--- src/rtl/multicycle_controller_pkg.sv ---
// Shared types and constants for the multi-cycle MIPS controller.
// Optional feature macro: MC_BNE_EN (bne opcode support).
package multicycle_controller_pkg;

    typedef enum logic [3:0] {
        S_FETCH    = 4'd0,
        S_DECODE   = 4'd1,
        S_MEMADR   = 4'd2,
        S_MEMRD    = 4'd3,
        S_MEMWB    = 4'd4,
        S_MEMWR    = 4'd5,
        S_RTYPEEX  = 4'd6,
        S_RTYPEWB  = 4'd7,
        S_BRANCHEX = 4'd8,
        S_IMMEX    = 4'd9,
        S_IMMWB    = 4'd10,
        S_JEX      = 4'd11
    } state_t;

    typedef enum logic [2:0] {
        ALUOP_ADD   = 3'b000,
        ALUOP_SUB   = 3'b001,
        ALUOP_FUNCT = 3'b010,
        ALUOP_AND   = 3'b011,
        ALUOP_OR    = 3'b100
    } aluop_t;

    localparam logic [5:0] OP_RTYPE = 6'b000000;
    localparam logic [5:0] OP_J     = 6'b000010;
    localparam logic [5:0] OP_BEQ   = 6'b000100;
    localparam logic [5:0] OP_BNE   = 6'b000101;
    localparam logic [5:0] OP_ADDI  = 6'b001000;
    localparam logic [5:0] OP_ANDI  = 6'b001100;
    localparam logic [5:0] OP_ORI   = 6'b001101;
    localparam logic [5:0] OP_LW    = 6'b100011;
    localparam logic [5:0] OP_SW    = 6'b101011;

    localparam logic [5:0] FN_ADD = 6'b100000;
    localparam logic [5:0] FN_SUB = 6'b100010;
    localparam logic [5:0] FN_AND = 6'b100100;
    localparam logic [5:0] FN_OR  = 6'b100101;
    localparam logic [5:0] FN_SLT = 6'b101010;

    localparam logic [2:0] ALUCTL_ADD = 3'b010;
    localparam logic [2:0] ALUCTL_SUB = 3'b110;
    localparam logic [2:0] ALUCTL_AND = 3'b000;
    localparam logic [2:0] ALUCTL_OR  = 3'b001;
    localparam logic [2:0] ALUCTL_SLT = 3'b111;

    // Logical immediates are zero-extended; everything else sign-extends.
    function automatic logic is_zero_ext(input logic [5:0] op);
        return (op == OP_ANDI) || (op == OP_ORI);
    endfunction

    function automatic aluop_t imm_aluop(input logic [5:0] op);
        case (op)
            OP_ANDI: return ALUOP_AND;
            OP_ORI:  return ALUOP_OR;
            default: return ALUOP_ADD;
        endcase
    endfunction

endpackage

--- src/rtl/multicycle_controller_aludec.sv ---
// ALU decoder: maps the FSM's abstract ALU operation plus Funct to the ALU control code.
module mc_aludec
    import multicycle_controller_pkg::*;
(
    input  aluop_t     alu_op,
    input  logic [5:0] funct,
    output logic [2:0] alu_ctl
);

    always_comb begin
        // NOTE: every combinational output gets a default first so no path infers a latch.
        alu_ctl = ALUCTL_ADD;
        case (alu_op)
            ALUOP_SUB: alu_ctl = ALUCTL_SUB;
            ALUOP_AND: alu_ctl = ALUCTL_AND;
            ALUOP_OR:  alu_ctl = ALUCTL_OR;
            ALUOP_FUNCT: begin
                case (funct)
                    FN_ADD:  alu_ctl = ALUCTL_ADD;
                    FN_SUB:  alu_ctl = ALUCTL_SUB;
                    FN_AND:  alu_ctl = ALUCTL_AND;
                    FN_OR:   alu_ctl = ALUCTL_OR;
                    FN_SLT:  alu_ctl = ALUCTL_SLT;
                    default: alu_ctl = ALUCTL_ADD;
                endcase
            end
            default:   alu_ctl = ALUCTL_ADD;
        endcase
    end

endmodule

--- src/rtl/multicycle_controller.sv ---
// Moore FSM sequencing the multi-cycle MIPS datapath (shared memory, single ALU, IR).
// Optional feature macro: MC_BNE_EN enables the bne opcode.
module multicycle_controller
    import multicycle_controller_pkg::*;
#(
    parameter int STATE_W = 4
) (
    input  logic               clk,
    input  logic               reset,
    input  logic [5:0]         Op,
    input  logic [5:0]         Funct,
    input  logic               Zero,
    output logic               IorD,
    output logic               MemWrite,
    output logic               IRWrite,
    output logic               RegDst,
    output logic               MemToReg,
    output logic               RegWrite,
    output logic               AluSrcA,
    output logic [1:0]         AluSrcB,
    output logic [1:0]         PCSrc,
    output logic               PCEn,
    output logic [2:0]         AluCtl,
    output logic               ExtOp,
    output logic [STATE_W-1:0] State
);

    state_t state, state_next;
    aluop_t alu_op;
    logic   mem_write_fsm, ir_write_fsm, reg_write_fsm;
    logic   pc_write, branch, taken;

    always_ff @(posedge clk or posedge reset) begin
        if (reset) begin
            state <= S_FETCH;
        end else begin
            // NOTE: sequential state uses non-blocking assignment so all flops update together.
            state <= state_next;
        end
    end

    always_comb begin
        state_next    = S_FETCH;
        IorD          = 1'b0;
        mem_write_fsm = 1'b0;
        ir_write_fsm  = 1'b0;
        RegDst        = 1'b0;
        MemToReg      = 1'b0;
        reg_write_fsm = 1'b0;
        AluSrcA       = 1'b0;
        AluSrcB       = 2'b00;
        PCSrc         = 2'b00;
        pc_write      = 1'b0;
        branch        = 1'b0;
        alu_op        = ALUOP_ADD;

        case (state)
            S_FETCH: begin
                AluSrcB      = 2'b01;
                ir_write_fsm = 1'b1;
                pc_write     = 1'b1;
                state_next   = S_DECODE;
            end
            S_DECODE: begin
                AluSrcB = 2'b11;
                case (Op)
                    OP_LW, OP_SW:               state_next = S_MEMADR;
                    OP_RTYPE:                   state_next = S_RTYPEEX;
                    OP_BEQ:                     state_next = S_BRANCHEX;
`ifdef MC_BNE_EN
                    OP_BNE:                     state_next = S_BRANCHEX;
`endif
                    OP_ADDI, OP_ANDI, OP_ORI:   state_next = S_IMMEX;
                    OP_J:                       state_next = S_JEX;
                    default:                    state_next = S_FETCH;
                endcase
            end
            S_MEMADR: begin
                AluSrcA    = 1'b1;
                AluSrcB    = 2'b10;
                state_next = (Op == OP_SW) ? S_MEMWR : S_MEMRD;
            end
            S_MEMRD: begin
                IorD       = 1'b1;
                state_next = S_MEMWB;
            end
            S_MEMWB: begin
                MemToReg      = 1'b1;
                reg_write_fsm = 1'b1;
            end
            S_MEMWR: begin
                IorD          = 1'b1;
                mem_write_fsm = 1'b1;
            end
            S_RTYPEEX: begin
                AluSrcA    = 1'b1;
                alu_op     = ALUOP_FUNCT;
                state_next = S_RTYPEWB;
            end
            S_RTYPEWB: begin
                RegDst        = 1'b1;
                reg_write_fsm = 1'b1;
            end
            S_BRANCHEX: begin
                AluSrcA = 1'b1;
                alu_op  = ALUOP_SUB;
                PCSrc   = 2'b01;
                branch  = 1'b1;
            end
            S_IMMEX: begin
                AluSrcA    = 1'b1;
                AluSrcB    = 2'b10;
                alu_op     = imm_aluop(Op);
                state_next = S_IMMWB;
            end
            S_IMMWB: begin
                reg_write_fsm = 1'b1;
            end
            S_JEX: begin
                PCSrc    = 2'b10;
                pc_write = 1'b1;
            end
            default: state_next = S_FETCH;
        endcase
    end

    mc_aludec u_aludec (
        .alu_op  (alu_op),
        .funct   (Funct),
        .alu_ctl (AluCtl)
    );

`ifdef MC_BNE_EN
    assign taken = (Op == OP_BNE) ^ Zero;
`else
    assign taken = Zero;
`endif

    // Strobes are gated by reset so an abandoned instruction can never write.
    assign MemWrite = mem_write_fsm & ~reset;
    assign IRWrite  = ir_write_fsm & ~reset;
    assign RegWrite = reg_write_fsm & ~reset;
    assign PCEn     = (pc_write | (branch & taken)) & ~reset;
    assign ExtOp    = ~is_zero_ext(Op);
    assign State    = STATE_W'(state);

endmodule

--- config.mk ---
export PLATFORM = sky130hd
export DESIGN_NAME = multicycle_controller
export DESIGN_NICKNAME = d
export VERILOG_FILES = /design/src/rtl/multicycle_controller_pkg.sv /design/src/rtl/multicycle_controller_aludec.sv /design/src/rtl/multicycle_controller.sv
export SDC_FILE = /design/constraint.sdc
export NUM_CORES = 1
export LEC_CHECK = 0
export BUFFER_PORTS_ARGS = -buffer_cell sky130_fd_sc_hd__buf_2
export CAP_MARGIN = 30
export CORE_MARGIN = 10
export CORE_UTILIZATION = 30
export DETAILED_ROUTE_END_ITERATION = 16
export GPL_TIMING_DRIVEN = 0
export PLACE_DENSITY_LB_ADDON = 0.1
export SETUP_SLACK_MARGIN = 0.1
export SYNTH_ARGS = -nofsm -noshare
export SYNTH_HDL_FRONTEND = slang
export SYNTH_SLANG_ARGS = --single-unit
--- constraint.sdc ---
create_clock -name clk -period 1.7 [get_ports clk]
set_input_delay 0.255 -clock clk [delete_from_list [all_inputs] [get_ports clk]]
set_output_delay 0.255 -clock clk [all_outputs]
set_load 0.005 [all_outputs]
After elaboration in Yosys (flattened, before gate mapping)
Cells that the tools add are included.
{"block": "totals", "reg_bits": 4}
{"block": "op_classes", "n_eq_ne": 26, "muxes": 18, "n_bitwise": 8, "n_reduce_logical": 10}
{"operator": "$eq 6x6->1 const B", "n": 6}
{"operator": "$pmux 3 s4", "n": 2}
{"operator": "$pmux 4 s6", "n": 1}
{"operator": "$pmux 4 s5", "n": 1}
{"operator": "$eq 6x4->1 const B", "n": 3}
{"operator": "$eq 4x3->1 const B", "n": 4}
{"operator": "$eq 4x4->1 const B", "n": 4}
{"operator": "$mux 1", "n": 9}
{"operator": "$pmux 3 s3", "n": 1}
{"operator": "$eq 4x2->1 const B", "n": 2}
{"operator": "$reduce_or 2->1", "n": 4}
{"operator": "$eq 3x2->1 const B", "n": 2}
{"operator": "$eq 6x2->1 const B", "n": 1}
{"operator": "$eq 6x3->1 const B", "n": 1}
{"operator": "$logic_not 6->1", "n": 1}
{"operator": "$pmux 2 s3", "n": 1}
{"operator": "$pmux 3 s2", "n": 1}
{"operator": "$reduce_or 3->1", "n": 2}
{"operator": "$and 1x1->1", "n": 5}
{"operator": "$eq 4x1->1 const B", "n": 1}
{"operator": "$logic_not 4->1", "n": 1}
{"operator": "$pmux 2 s2", "n": 1}
{"operator": "$reduce_or 4->1", "n": 1}
{"operator": "$eq 3x1->1 const B", "n": 1}
{"operator": "5 further kinds", "n": 6}

Longest topological paths before layout
{"block": "depth", "word_depth": 5, "depth_mapped": 4, "ltp_nobuf": 3}

Hierarchy
A second synthesis with hierarchy kept.
{"block": "hier_totals", "cells_unflattened": 86, "area_unflattened_um2": 603.1}
{"module": "multicycle_controller", "n_inst": 1, "cells_each": 72, "area_each_um2": 506.7}
{"module": "mc_aludec", "n_inst": 1, "cells_each": 14, "area_each_um2": 96.3}

Least setup slack after synthesis
Ideal clock, no wire load.
{"block": "synth_timing", "path_type": "register to output", "startpoint": "register state[3] (netlist: State[3])", "endpoint": "output port RegWrite", "arrival_time_ps": 1209, "setup_slack_ps": 236, "path_stages_with_launch": 5, "path_buffers": 1, "path_cell_list": "dfrtp_1 > buf_2 > nor2b_1 > or3b_1 > a21oi_1"}
{"block": "synth_via", "elab_chain_len": 4}
{"element": "from (decl)", "line_no": "multicycle_controller.sv:28", "rtl": "state_t state, state_next;"}
{"element": "from (signal assigned)", "line_no": "multicycle_controller.sv:38", "rtl": "state <= state_next;"}
{"element": "$eq 4x4->1 / $eq 4x3->1 (equally long branches)", "line_no": "multicycle_controller.sv:57", "rtl": "case (state)"}
{"element": "$reduce_or 3->1 (no line) *"}
{"element": "$mux 1 *", "line_no": "multicycle_controller.sv:57"}
{"element": "$and 1x1->1 *", "line_no": "multicycle_controller.sv:142", "rtl": "assign RegWrite = reg_write_fsm & ~reset;"}
{"element": "to (decl)", "line_no": "multicycle_controller.sv:18", "rtl": "output logic RegWrite,"}
Mark *: on every way between the ends. The rest lies on a longest branch, timed or not.

Final worst setup path
Same ends and word-level chain as after synthesis.

==> key figures <==
Status
  • Outcome: finished, violations left
  • Failing checks: setup timing

Critical path
  • Crit path launch type: flip-flop
  • Slowest cell delay on critical path: 0.39 ns
  • Critical path, cell by cell: buf_6 > nor2b_4 > or3b_1 > a21oi_2 > buf_2
  • WP depth: 5
  • Crit path buf inv count: 2
  • CP Max Fanout: 6
  • CP arrival: 1.48 ns
  • R2r setup slk: 0.11 ns
  • Crit Path Category: reg2out
  • Delay-heaviest family, CP: simple AND/OR/NAND/NOR gates
  • Element type at the critical path end: primary output
  • Reg2Reg Depth: 4
  • Critical path's slowest cell: dfrtp_1
  • Crit path required time: 1.44 ns

STA
  • Min Tclk post-route: 1.74 ns
  • Post-route setup TNS: -0.0516 ns
  • Final Hold Fails: 0
  • Final Max Slew Viols: 0
  • Setup-failing EPs final: 2
  • RSZ-0062 raised after global routing: true
  • Final worst path period share: 102%
  • Final WS setup: -0.0357 ns
  • Clk_skew: 0.00414 ns
  • Slew of the pin with the lowest slew margin: 0.356 ns
  • Fmax: 576 MHz
  • Max_slew headroom: 75.6%

Hold path
  • Hold Crit Class: in2reg
  • Worst Hold Depth: 3

Routing
  • Antenna Nets Post-Route: 0
  • Routed via count: 796
  • Post-Route WL: 2220 um
  • DR iter-0 viols: 16
  • WL/cell: 14.6 um
  • Vias per Instance: 5.24
  • Initial DRT Pass Iterations: 4
  • Drt drc: 0

Clock network
  • Worst-skew pair later-pin latency: 0.25 ns
  • CTS tree: yes
  • Clock root buffer: clkbuf_4
  • H-tree Lvls: 1
  • Worst-case clock buffer depth: 2
  • Worst-path clk slew: 0.04 ns
  • CTS buffer count: 3
  • CTS Sinks: 4

Floorplan
  • Die Y: 62.9 um
  • Starting Density: 32.0%
  • # rows: 15
  • Core ar.: 1730 um2
  • Ports: 35
  • Die Area: 3950 um2
  • Width of the die: 62.9 um

Logic synthesis
  • Post-synth ARST share: 100%
  • Syn avg cell area: 6.81 um2
  • Distinct cells, synth: 34
  • EDFF count, synth: 0
  • Synthesized cell area: 552 um2
  • Synth Instances: 81
  • Register area share after synthesis: 18.1%
  • Syn. warnings: 0
  • Syn_nets: 96
  • Yosys reg bits: 4
  • Most used DFF post-synth: dfrtp_1

GRT
  • Number of global-route vias before repair: 832
  • First-pass GRT wire length: 3660 um
  • Total GRT Usage: 11.1%
  • Pin count of the biggest net entering global routing: 11
  • Initial antenna violation count: 0
  • Global route total overflow: 0

Final layout
  • N_diodes: 0
  • Layout Nets: 144
  • Layout cells sized above 1: 54.3%
  • Synthesis-to-finish area growth: 75.3%
  • Final core utilization: 56.0%
  • Filler cell count: 169
  • Max FFs per register: 4
  • Commonest non-fill, non-tap cell in the layout: buf_2
  • Most frequent cells in the layout: buf_2, buf_4, nand2_1, nor2_1, nand3_1

Power and ir drop
  • Max VDD drop: 0.537 mV
  • Lkg Pwr: 0.445 nW
  • Pwr per Cell Area: 1010 nW/um2

Run
  • MaxCap Viol Count: 0

Placement
  • GP Congestion: 0.781
  • Port bufs: 34
  • Hpwl dp: 1590 um
-- tightest hold or removal path, delay by kind of cell --
family	cells	cell delay, ns
compound gates	1	0.07
buf+inv	1	0.13
simple gates	1	0.06
-- area by class of cell --
cell class	count	area [um2]	share of cell area (%)
Timing Repair Buffer	43	244	25.2
Tap cell	25	31.3	3.23
Clock buffer	3	22.5	2.33
Sequential cell	4	104	10.7
Inverter	4	15.0	1.55
Buffer	4	43.8	4.53
Multi-Input combinational cell	69	507	52.4
-- report_power, final --
| group | internal, W | switching (W) |
|---|---|---|
| clock network | 0.0000793 | 0.0000446 |
| logic | 0.000343 | 0.000345 |
| registers | 0.000127 | 0.0000368 |
| total | 0.000549 | 0.000426 |
-- logic make-up after synthesis --
family / Yosys count / share of synthesized area, %
and+or+nand+nor: 47 / 47.2
buffers and inverters: 8 / 6.12
xor gates and xnor gates: 2 / 3.18
DFF: 4 / 18.1
AOI/OAI and AO/OA: 20 / 25.4
-- cells in the mapped netlist (2+ instances only) --
| cell type | instances | area share (%) |
|---|---|---|
| xor2_1 | 2 | 3.2 |
| o21ai_0 | 3 | 2.7 |
| nor2b_1 | 6 | 6.8 |
| nand2_1 | 7 | 4.8 |
| nor3b_1 | 3 | 4.1 |
| o21bai_1 | 2 | 2.7 |
| nand3_1 | 6 | 5.4 |
| nand4_1 | 2 | 2.3 |
| a21oi_1 | 3 | 2.7 |
| nor2_1 | 6 | 4.1 |
| and3_1 | 2 | 2.3 |
| buf_2 | 3 | 2.7 |
| or3_1 | 2 | 2.3 |
| inv_1 | 4 | 2.7 |
| nand2b_1 | 3 | 3.4 |
| dfrtp_1 | 4 | 18 |
| nor3_1 | 5 | 4.5 |
| a31oi_1 | 2 | 2.3 |
-- metrics by stage --
| step | cells | instance area (um2) | worst slack (ns) | total power (W) | hold slack [ns] |
|---|---|---|---|---|---|
| 6_report | 152 | 967 | -0.0357 | 0.000975 | 0.315 |
| 5_1_grt | 152 | 967 | -0.0879 | 0.00105 | 0.342 |
| 4_1_cts | 150 | 916 | -0.0199 | 0.000914 | 0.312 |
| 3_5_place_dp | 140 | 753 | 0.0780 | 0.000631 | 0.195 |
| 3_3_place_gp | 140 | 753 | 0.0737 | 0.000628 | 0.188 |
| 2_1_floorplan | 81 | 552 | 0.236 | 0.000437 | 0.0262 |
-- timing repair --
item | in CTS | in global routing
hold buffers | 1 | 0
hold endpoints to repair | 4 | 0
pin swaps | 3 | 4
gates resized for setup | 23 | 9
setup endpoints to repair | 14 | 12
buffers inserted | 6 | 2
-- worst paths after layout --
path / start / endpoint
min reg2reg: State[2] / State[1]
max: State[3] / RegWrite
max in group asynchronous: reset / State[1]
min in group asynchronous: reset / State[2]
max reg2reg: State[2] / State[2]
min: Op[2] / State[0]
-- per-layer routing --
metal  GRT usage, %  routed length (um)
met4           6.70                  44
met1           11.4                 960
met5              0                   0
met3           3.94                 154
met2           18.7                1060
No activity file was read; power rests on OpenSTA's default activity.
